$ cat src/rtl/iw_pkg.sv
// Shared constants, issue-FSM state type and width helper for the ping-pong input wrapper.
package iw_pkg;

  localparam int unsigned DATA_W_DEF = 16;
  localparam int unsigned N_OPS_DEF  = 4;
  localparam int unsigned NUM_BANKS  = 2;

  typedef enum logic [0:0] {
    IW_IDLE = 1'b0,
    IW_HOLD = 1'b1
  } iw_issue_t;

  // Index width for n entries, never narrower than one bit.
  function automatic int unsigned idx_w(input int unsigned n);
    return (n <= 1) ? 1 : $clog2(n);
  endfunction

endpackage

$ cat src/rtl/iw_pingpong_if.sv
// Upstream word handshake, IMC job interface and status bundle for iw_pingpong.
interface iw_pingpong_if
  import iw_pkg::*;
#(
  parameter int unsigned DATA_W = DATA_W_DEF,
  parameter int unsigned N_OPS  = N_OPS_DEF
);

  localparam int unsigned IDX_W = idx_w(N_OPS);
  localparam int unsigned OPS_W = N_OPS * DATA_W;

  logic              flush;
  logic              dataReady;
  logic [DATA_W-1:0] dataIn;
  logic              dataAccept;
  logic              imc_ready;
  logic              imc_start;
  logic [OPS_W-1:0]  ops;
  logic [IDX_W-1:0]  fill_idx;
  logic [1:0]        banks_full;

  // Environment side: upstream producer plus IMC
  modport master (
    output flush, dataReady, dataIn, imc_ready,
    input  dataAccept, imc_start, ops, fill_idx, banks_full
  );

  // Wrapper side
  modport slave (
    input  flush, dataReady, dataIn, imc_ready,
    output dataAccept, imc_start, ops, fill_idx, banks_full
  );

endinterface

$ cat src/rtl/iw_bank.sv
// One operand bank: N_OPS x DATA_W register file, single write port, flat read of all slots.
module iw_bank
  import iw_pkg::*;
#(
  parameter int unsigned DATA_W = DATA_W_DEF,
  parameter int unsigned N_OPS  = N_OPS_DEF,
  localparam int unsigned IDX_W = idx_w(N_OPS),
  localparam int unsigned OPS_W = N_OPS * DATA_W
) (
  input  logic              clk,
  input  logic              rst,
  input  logic              we,
  input  logic [IDX_W-1:0]  widx,
  input  logic [DATA_W-1:0] wdata,
  output logic [OPS_W-1:0]  rdata
);

  logic [DATA_W-1:0] mem [N_OPS];

  always_ff @(posedge clk or posedge rst) begin
    if (rst) begin
      for (int k = 0; k < int'(N_OPS); k++) begin
        mem[k] <= '0;
      end
    end else if (we) begin
      mem[widx] <= wdata;
    end
  end

  // Slot k lands at [k*DATA_W +: DATA_W]
  for (genvar k = 0; k < int'(N_OPS); k++) begin : g_rd
    assign rdata[k*DATA_W +: DATA_W] = mem[k];
  end

endmodule

$ cat src/rtl/iw_pingpong.sv
// Double-buffered operand collector: fills one bank word by word while the other set is issued to the IMC.
module iw_pingpong
  import iw_pkg::*;
#(
  parameter int unsigned DATA_W = DATA_W_DEF,
  parameter int unsigned N_OPS  = N_OPS_DEF
) (
  input  logic          clk,
  input  logic          rst,
  iw_pingpong_if.slave  bus
);

  localparam int unsigned IDX_W = idx_w(N_OPS);
  localparam int unsigned OPS_W = N_OPS * DATA_W;
  localparam logic [IDX_W-1:0] LAST_IDX = IDX_W'(N_OPS - 1);

  iw_issue_t        state_q;
  iw_issue_t        state_d;
  logic [IDX_W-1:0] fill_idx_q;
  logic [1:0]       banks_full_q;
  logic             wr_ptr_q;
  logic             rd_ptr_q;
  logic             imc_start_q;
  logic [OPS_W-1:0] ops_q;

  logic             accept_c;
  logic             xfer_c;
  logic             complete_c;
  logic             issue_c;

  logic [OPS_W-1:0] bank_rd [NUM_BANKS];

  // Accept depends only on registered occupancy plus rst/flush, never on dataReady
  assign accept_c   = !rst && !bus.flush && (banks_full_q != 2'd2);
  assign xfer_c     = bus.dataReady && accept_c;
  assign complete_c = xfer_c && (fill_idx_q == LAST_IDX);

  for (genvar b = 0; b < int'(NUM_BANKS); b++) begin : g_bank
    iw_bank #(
      .DATA_W (DATA_W),
      .N_OPS  (N_OPS)
    ) u_bank (
      .clk   (clk),
      .rst   (rst),
      .we    (xfer_c && (wr_ptr_q == 1'(b))),
      .widx  (fill_idx_q),
      .wdata (bus.dataIn),
      .rdata (bank_rd[b])
    );
  end

  // Issue FSM state register
  always_ff @(posedge clk or posedge rst) begin
    if (rst) begin
      state_q <= IW_IDLE;
    end else begin
      state_q <= state_d;
    end
  end

  // Issue FSM next state; HOLD spaces starts so the IMC can drop imc_ready
  always_comb begin
    state_d = state_q;
    issue_c = 1'b0;
    case (state_q)
      IW_IDLE: begin
        if ((banks_full_q != 2'd0) && bus.imc_ready) begin
          issue_c = 1'b1;
          state_d = IW_HOLD;
        end
      end
      IW_HOLD: state_d = IW_IDLE;
      default: state_d = IW_IDLE;
    endcase
    if (bus.flush) begin
      issue_c = 1'b0;
      state_d = IW_IDLE;
    end
  end

  // Fill/issue bookkeeping; flush leaves ops untouched
  always_ff @(posedge clk or posedge rst) begin
    if (rst) begin
      fill_idx_q   <= '0;
      banks_full_q <= 2'd0;
      wr_ptr_q     <= 1'b0;
      rd_ptr_q     <= 1'b0;
      imc_start_q  <= 1'b0;
      ops_q        <= '0;
    end else if (bus.flush) begin
      fill_idx_q   <= '0;
      banks_full_q <= 2'd0;
      wr_ptr_q     <= 1'b0;
      rd_ptr_q     <= 1'b0;
      imc_start_q  <= 1'b0;
    end else begin
      imc_start_q <= issue_c;
      if (xfer_c) begin
        fill_idx_q <= complete_c ? '0 : fill_idx_q + IDX_W'(1);
      end
      if (complete_c) begin
        wr_ptr_q <= ~wr_ptr_q;
      end
      if (issue_c) begin
        ops_q    <= bank_rd[rd_ptr_q];
        rd_ptr_q <= ~rd_ptr_q;
      end
      case ({complete_c, issue_c})
        2'b10:   banks_full_q <= banks_full_q + 2'd1;
        2'b01:   banks_full_q <= banks_full_q - 2'd1;
        default: banks_full_q <= banks_full_q;
      endcase
    end
  end

  assign bus.dataAccept = accept_c;
  assign bus.imc_start  = imc_start_q;
  assign bus.ops        = ops_q;
  assign bus.fill_idx   = fill_idx_q;
  assign bus.banks_full = banks_full_q;

endmodule
$ cat src/flat_wrapper.sv
// flat-port wrapper written by rule: the top's interface ports become plain ports
module iw_pingpong_flat import iw_pkg::*;
#(
  parameter int unsigned DATA_W = DATA_W_DEF,
  parameter int unsigned N_OPS  = N_OPS_DEF
)
  (clk, rst, bus_flush, bus_dataReady, bus_dataIn, bus_imc_ready, bus_dataAccept, bus_imc_start, bus_ops, bus_fill_idx, bus_banks_full);
  iw_pingpong_if #(.DATA_W(DATA_W), .N_OPS(N_OPS)) bus_i ();
  input  logic clk;
  input  logic rst;
  input wire logic [$bits(bus_i.flush)-1:0] bus_flush;
  input wire logic [$bits(bus_i.dataReady)-1:0] bus_dataReady;
  input wire logic [$bits(bus_i.dataIn)-1:0] bus_dataIn;
  input wire logic [$bits(bus_i.imc_ready)-1:0] bus_imc_ready;
  output wire logic [$bits(bus_i.dataAccept)-1:0] bus_dataAccept;
  output wire logic [$bits(bus_i.imc_start)-1:0] bus_imc_start;
  output wire logic [$bits(bus_i.ops)-1:0] bus_ops;
  output wire logic [$bits(bus_i.fill_idx)-1:0] bus_fill_idx;
  output wire logic [$bits(bus_i.banks_full)-1:0] bus_banks_full;
  assign bus_i.flush = bus_flush;
  assign bus_i.dataReady = bus_dataReady;
  assign bus_i.dataIn = bus_dataIn;
  assign bus_i.imc_ready = bus_imc_ready;
  assign bus_dataAccept = bus_i.dataAccept;
  assign bus_imc_start = bus_i.imc_start;
  assign bus_ops = bus_i.ops;
  assign bus_fill_idx = bus_i.fill_idx;
  assign bus_banks_full = bus_i.banks_full;
  iw_pingpong #(.DATA_W(DATA_W), .N_OPS(N_OPS)) u_core (.clk(clk), .rst(rst), .bus(bus_i));
endmodule
$ cat config.mk
export PLATFORM = sky130hd
export DESIGN_NAME = iw_pingpong_flat
export DESIGN_NICKNAME = d
export VERILOG_FILES = /design/src/rtl/iw_pkg.sv /design/src/rtl/iw_pingpong_if.sv /design/src/rtl/iw_bank.sv /design/src/rtl/iw_pingpong.sv /design/src/flat_wrapper.sv
export SDC_FILE = /design/constraint.sdc
export NUM_CORES = 1
export LEC_CHECK = 0
export ABC_AREA = 1
export CORE_MARGIN = 2
export CORE_UTILIZATION = 25
export CTS_CLUSTER_DIAMETER = 40
export DETAILED_ROUTE_END_ITERATION = 7
export GPL_TIMING_DRIVEN = 0
export PLACE_DENSITY = 0.52
export SYNTH_ARGS = -nofsm -noshare
export SYNTH_HDL_FRONTEND = slang
export SYNTH_SLANG_ARGS = --single-unit
export TNS_END_PERCENT = 100
$ cat constraint.sdc
create_clock -name clk -period 18.7 [get_ports clk]
set_input_delay 1.87 -clock clk [delete_from_list [all_inputs] [get_ports clk]]
set_output_delay 1.87 -clock clk [all_outputs]
set_load 0.05 [all_outputs]
### Word level (Yosys, flattened, before mapping)

Index checks and enable logic that the tools add are counted.
W data, S select, Z words.

* mux-type cells: 22
* $add $sub $neg: 3
* bitwise gates (word level): 6
* equal/unequal tests: 4
* reduce and logical (&&, ||, !) cells: 16
* order comparisons: 3

Operator list (number)
* $mux W64: 3
* $bwmux W64: 2
* $demux W16 S2: 1
* $mux W16: 1
* $mux W1: 9
* $logic_and A1 B1 Y1: 8
* $mux W2: 4
* $reduce_bool A2 Y1: 4
* $add A2 B1 Y2 const B: 2
* $eq A2 B2 Y1 const B: 2
* $not A1 Y1: 4
* $pmux W2 S2: 1
* $ge A3 B3 Y1 const B: 1
* $lt A3 B1 Y1 const B: 1
* $not A2 Y3: 1
* $reduce_bool A3 Y1: 1
* $eq A2 B1 Y1 const B: 1
* $ge A2 B2 Y1 const B: 1
* $logic_not A1 Y1: 2
* $ne A2 B2 Y1 const B: 1
* $not A1 Y2: 1
* $pmux W1 S2: 1
* $reduce_and A2 Y1: 1
* $sub A2 B1 Y2 const B: 1

* logic and storage cells: 69
* bits of input ports: 21
* output and inout port bits: 70
* flip-flop bits (word level): 200

### Depth between registers and ports, before layout

Gate-level depths: netlist (run 1).

* word-level depth: 8
* mapped depth: 8

### Cells and area by module

From an unflattened synthesis (run 1), not the netlist that was laid out.

* cells, all modules: 974
* area, all modules: 8917.3 sq um

By module, submodules not included
* iw_bank: times used 2, sequential area each 1601.5 sq um, cells each 286, area each 2615.0 sq um
* iw_pingpong: times used 1, sequential area each 1776.7 sq um, cells each 402, area each 3687.3 sq um

### Least setup slack after synthesis (run 1)

OpenSTA, ideal clock, no wires.

* kind: input to output
* start: input port bus_flush
* end: output port bus_dataAccept
* data arrival time: 2402 ps
* slack: 14428 ps
* stages on the path: 3
* cells stage by stage: nor2_4 nand2_4 inv_1

* word-level cells in the longest chain between the ends: 3

RTL lines
* start: declaration: RTL line flat_wrapper.sv:11 `input wire logic [$bits(bus_i.flush)-1:0] bus_flush;`
* $logic_not A1 Y1: RTL line iw_pingpong.sv:34 `assign accept_c = !rst && !bus.flush && (banks_full_q != 2'd2);`
* $logic_and A1 B1 Y1 (2 in a row): RTL line iw_pingpong.sv:34
* end: declaration: RTL line flat_wrapper.sv:15 `output wire logic [$bits(bus_i.dataAccept)-1:0] bus_dataAccept;`

No other way between the ends.

### Worst setup path in the final report (run 1)

* start: input port rst
* end: output port bus_dataAccept

* word-level cells in the longest chain between the ends: 3

RTL lines
* start: declaration: RTL line flat_wrapper.sv:10 `input logic rst;`
* $logic_not A1 Y1 (no source line)
* $logic_and A1 B1 Y1 (2 in a row): RTL line iw_pingpong.sv:34

No other way between the ends.

==> metrics.txt, run 1 <==
Detailed Routing Iterations Pass 1 5; min cycle time layout 5573 ps; area leader, netlist dfrtp_1; Synth area leaders dfrtp_1 (58%), nand2_1 (9.0%), o21ai_2 (6.2%), nor2_1 (5.6%), o31ai_2 (5.2%); GRT Overall Usage 14.55%; critical path capture point type primary output; Max FO, Critical Path 3; relative slew slack 48.19%; worst path required time 16830 ps; Post-Syn Instances 838; max cap viols 0; Static Leak 4.837 nW; Final Hold Vio Count 0; port buffer count 90; first-pass GRT wire length 39.27 mm; Max clock buf depth 2; syn avg cell area 10.24 um^2; Die Y-Extent 189.3 um; # placed instances 1377; Worst Path Class, Setup primary input to primary output; drt drc 0; Startpoint Class primary input; worst ir drop on vdd 0.05607 mV; Hold WS 482.9 ps; fin crit share 29.80%; min-delay worst type register to register; outcome finished, final reports clean; Max Slew Vio Count 0; worst-margin pin slew 776.2 ps; most frequent cells in the layout nand2_1 (205), dfrtp_1 (199), nor2_1 (129); top-area cell type share of the netlist area 58.03%; DR vias/cell 4.472; Setup WS post-layout 13130 ps; wire per inst 17.93 um; Syn Std Cell Area 8581 um^2; Worst Clk Skew 16.27 ps; 1st-iter DRT viols 489; Power Density 116.9 nW/um^2; post-route cell area 10650 um^2; placed instance area 10080 um^2; hold_buf cts 0; largest net degree at the start of global routing 107; Placer Congestion 0.7767; post-route ant nets 0; vias in the first global route 6324; cell mode on critical path clkdlybuf4s50_1; synthesis-to-finish area growth 24.10%; most common cell after layout, fill and taps aside nand2_1; Initial Util 25.46%; Clock transition at path regs 70 ps; Syn. warnings 0; CTS HTree Levels 4; Finish-stage setup viols 0; Post-CTS Resized 0; CP max-delay cell clkdlybuf4s50_1; Core Area 33700 um^2; post-CTS setup buffers 0; Filler Cells Inserted 3535; fin cells 1409; Post-Route WL 25.26 mm; initial antenna violation count 0; Post-Synthesis Net Count 863; unique cell type count in the Yosys netlist 27; dpl hpwl 16.85 mm; Vias 6301; root buffer cell clkbuf_16; Die ar. 35820 um^2; CTS tree yes; Power, Total 1.245 mW; clk_lat worst skew 440 ps; total clock sinks 199; fin util 31.60%; Max Clock Freq 179.4 MHz; CP cell instances clkdlybuf4s50_1, nor2_4, nand2_4, inv_1, clkdlybuf4s50_1; Setup TNS Final 0 ps; WP data arrival 3700 ps; dpl ws 13110 ps; total CTS buffers 17; max incr delay on CP 820 ps; register area share after synthesis 58.03%; DIE WIDTH 189.3 um; flop and latch count out of synthesis 199; RSZ-0062 raised after global routing no; Rows 67; GR Overflow Total 0; NumNets Final 973; share of layout cells above drive strength 1 19.35%; io pins 91; Ant. Diodes 0
-- critical path: cells and delay by family --
kind / cells / cell delay [ps]
buffers and inverters: 3 / 1510
AND/OR/NAND/NOR: 2 / 320
-- metal layers --
layer,track usage (%),share of wire (%),up-vias
met5,0,0,-
li1,-,-,3002
met1,20.33,47,3150
met3,3.466,5.2,17
met4,4.323,1.7,0
met2,22.39,46,132
-- Yosys cell counts --
cell type	instances
o31ai_1	28
nor2_8	1
buf_6	21
inv_1	28
nand3b_1	1
nand2_1	205
nand2_4	2
clkbuf_2	1
a21oi_1	1
nand2_2	2
nand4_1	3
clkbuf_1	13
o21ai_0	26
a22oi_1	1
dfrtp_1	199
ha_1	4
nand3_4	6
inv_2	2
o21ai_2	61
nor2_1	129
buf_4	3
o31ai_2	36
buf_2	14
o21ai_1	43
nand3_1	4
nor2_4	2
nand3_2	2
-- report_power, final --
group / total (mW) / internal (mW) / switching (mW)
sequential: 0.561 / 0.514 / 0.0477
combinational: 0.322 / 0.115 / 0.207
clock: 0.362 / 0.188 / 0.174
total: 1.24 / 0.816 / 0.429
-- final cells by class --
| class | instances | area (um^2) | area share (%) |
|---|---|---|---|
| Multi-Input combinational cell | 557 | 3105 | 29.16 |
| Buffer | 52 | 382.9 | 3.595 |
| Sequential cell | 199 | 4980 | 46.76 |
| Clock buffer | 18 | 429.2 | 4.030 |
| Clock inverter | 14 | 142.6 | 1.339 |
| Timing Repair Buffer | 91 | 928.4 | 8.718 |
| Tap cell | 448 | 560.5 | 5.264 |
| Inverter | 30 | 120.1 | 1.128 |
-- sequential cells by signal (all words and copies together), names as in the netlist --
register / cells
u_core.bus.banks_full: 2
u_core.g_bank.u_bank.rdata: 128
u_core.bus.fill_idx: 2
u_core.bus.ops: 64
u_core.wr_ptr_q: 1
u_core.rd_ptr_q: 1
u_core.bus.imc_start: 1
-- cell families after synthesis --
family / Yosys count / synth area share [%]
buffers and inverters: 82 / 5.774
flip-flops: 199 / 58.03
AO/OA/AOI/OAI: 196 / 18.10
adder cells (fa/ha/maj): 4 / 0.5833
AND/OR/NAND/NOR: 357 / 17.51
-- path summary, 6_finish.rpt --
kind / slack (ps) / end / start / cells past startpoint
hold reg to reg: 480 / u_core.g_bank[0].u_bank.rdata[25] / u_core.g_bank[0].u_bank.rdata[25] / 2
max in group asynchronous: 15650 / u_core.g_bank[0].u_bank.rdata[13] / rst / 3
setup / recovery: 13130 / bus_dataAccept / rst / 5
setup reg to reg: 16940 / u_core.bus.ops[40] / u_core.rd_ptr_q / 5
hold / removal: 480 / u_core.g_bank[0].u_bank.rdata[25] / u_core.g_bank[0].u_bank.rdata[25] / 2
min in group asynchronous: 2050 / u_core.bus.ops[42] / rst / 2
Power figures use the tool's default switching activity.
==> run 2: changes to the inputs <==
==> constraint.sdc (replaced) <==
create_clock -name clk -period 5.6 [get_ports clk]
set_input_delay 0.56 -clock clk [delete_from_list [all_inputs] [get_ports clk]]
set_output_delay 0.56 -clock clk [all_outputs]
set_load 0.05 [all_outputs]
==> run 2 against run 1 <==
  * Critical path depth unchanged
  * Hold slack improved by 1.4 ps
  * Design area is 1.0% higher
  * Die area unchanged
  * Clock power grew to 3.5 times the previous value
  * First-iteration DRC count fell by 6.5%
  * Utilization increased by 0.33 points
  * Sequential power rose to 3.3 times the previous value
  * Register-to-register slack worse by 13000 ps
  * Routed wire length grew 0.34%
  * Sequential share of layout area down 0.48 points
  * Largest cell class unchanged
==> metrics.txt, run 2 (same netlist as run 1, synthesis figures left out) <==
RR Startpoint u_core.rd_ptr_q; fin crit share 51.63%; wire per inst 17.93 um; root buffer cell clkbuf_16; clk_lat worst skew 450 ps; Startpoint Class primary input; Worst Clk Skew 21.14 ps; critical path capture point type primary output; 1st-iter DRT viols 457; Power Density 393.4 nW/um^2; WP data arrival 2330 ps; Max clock buf depth 2; min cycle time layout 2891 ps; worst path required time 5040 ps; max incr delay on CP 820 ps; CP Launch Point bus_flush; largest net degree at the start of global routing 39; CP max-delay cell clkdlybuf4s50_1; post-route ant nets 0; vias in the first global route 6241; outcome finished, final reports clean; Final Hold Vio Count 0; CTS HTree Levels 4; Max FO, Critical Path 3; Worst Path Class, Setup primary input to primary output; DR vias/cell 4.416; NumNets Final 977; CTS tree yes; io pins 91; GRT Overall Usage 14.65%; Static Leak 4.879 nW; Core Area 33700 um^2; Placer Congestion 0.7551; port buffer count 90; Largest register FFs 128; Post-CTS Resized 0; placed instance area 10150 um^2; Vias 6244; cell mode on critical path clkdlybuf4s50_1; worst ir drop on vdd 0.1899 mV; CP cell instances clkdlybuf4s50_1, nor2_4, nand2_4, inv_1, clkdlybuf4s50_1; GR Overflow Total 0; fin util 31.93%; reg2reg path depth 5; DIE WIDTH 189.3 um; Rows 67; min-delay worst type register to register; most frequent cells in the layout nand2_1 (205), dfrtp_1 (199), nor2_1 (129); most common cell after layout, fill and taps aside nand2_1; Die Y-Extent 189.3 um; Max Clock Freq 345.9 MHz; initial antenna violation count 1; Filler Cells Inserted 3522; relative slew slack 45.39%; critical path endpoint bus_dataAccept; hold_buf cts 0; max cap viols 0; RSZ-0062 raised after global routing no; total clock sinks 199; share of layout cells above drive strength 1 19.79%; Post-Route WL 25.35 mm; total CTS buffers 17; synthesis-to-finish area growth 25.39%; Setup TNS Final 0 ps; Finish-stage setup viols 0; dpl hpwl 17.20 mm; Max Slew Vio Count 0; Clock transition at path regs 70 ps; worst-margin pin slew 817.4 ps; first-pass GRT wire length 39.05 mm; drt drc 0; Die ar. 35820 um^2; post-CTS setup buffers 0; post-route cell area 10760 um^2; R2R setup slack 3890 ps; Initial Util 25.46%; reg2reg end u_core.bus.ops[49]; Detailed Routing Iterations Pass 1 5
[run 2: cell types whose count changed in the layout (fill, tap and decap cells not counted), moves of 2 or more]
cell        before  now
clkinvlp_4       0    3
clkinv_2         3    1
clkbuf_8         0    2
clkinv_4         5    1
buf_12           0    5
[run 2: through the flow]
stage	setup slack (ps)	total power, mW	cells	hold slack [ps]
after CTS	2735	4.283	1413	486.5
after global routing	2693	4.468	1413	506.5
after detailed placement	2739	2.993	1381	468.6
after floorplan	2466	2.637	838	453.7
after global placement	569.9	2.971	1376	463.3
final	2709	4.232	1414	484.3
[run 2: routing by layer]
metal,global-route usage (%),vias to the layer above,share of wire (%)
met5,0,-,0
met4,3.309,0,1.2
met3,3.373,16,4.7
met2,21.89,123,44
met1,21.51,3080,50
li1,-,3025,-
[run 2: area by class of cell]
| class | count | area (um^2) | share of cell area (%) |
|---|---|---|---|
| diodes | 1 | 2.502 | 0.02326 |
| plain buffers | 52 | 382.9 | 3.559 |
| clock buffers | 19 | 452.9 | 4.210 |
| clock inverters | 13 | 157.7 | 1.465 |
| inverters | 30 | 116.4 | 1.082 |
| multi-input cells | 557 | 3105 | 28.86 |
| flip-flops and latches | 199 | 4980 | 46.28 |
| well taps | 448 | 560.5 | 5.210 |
| repair buffers | 95 | 1001 | 9.303 |
[run 2: worst min path at each step]
stage | from | to | slack, ps | cells after the start
2_1_floorplan | u_core.g_bank[0].u_bank.rdata[49] | u_core.g_bank[0].u_bank.rdata[49] | 450 | 2
3_3_place_gp | u_core.g_bank[0].u_bank.rdata[39] | u_core.g_bank[0].u_bank.rdata[39] | 460 | 2
3_5_place_dp | u_core.g_bank[0].u_bank.rdata[37] | u_core.g_bank[0].u_bank.rdata[37] | 470 | 2
4_1_cts | u_core.g_bank[1].u_bank.rdata[31] | u_core.g_bank[1].u_bank.rdata[31] | 490 | 2
5_1_grt | u_core.g_bank[0].u_bank.rdata[20] | u_core.g_bank[0].u_bank.rdata[20] | 510 | 2
6_report | u_core.g_bank[0].u_bank.rdata[10] | u_core.g_bank[0].u_bank.rdata[10] | 480 | 2
[run 2: report_power, final]
part	total [mW]	switching (mW)	internal, mW
registers	1.87	0.160	1.71
clock network	1.28	0.582	0.698
logic	1.08	0.689	0.389
[run 2: worst max-delay path, delay by kind of cell]
family | cells | cell delay (ps)
buf+inv | 3 | 1450
simple gates | 2 | 310
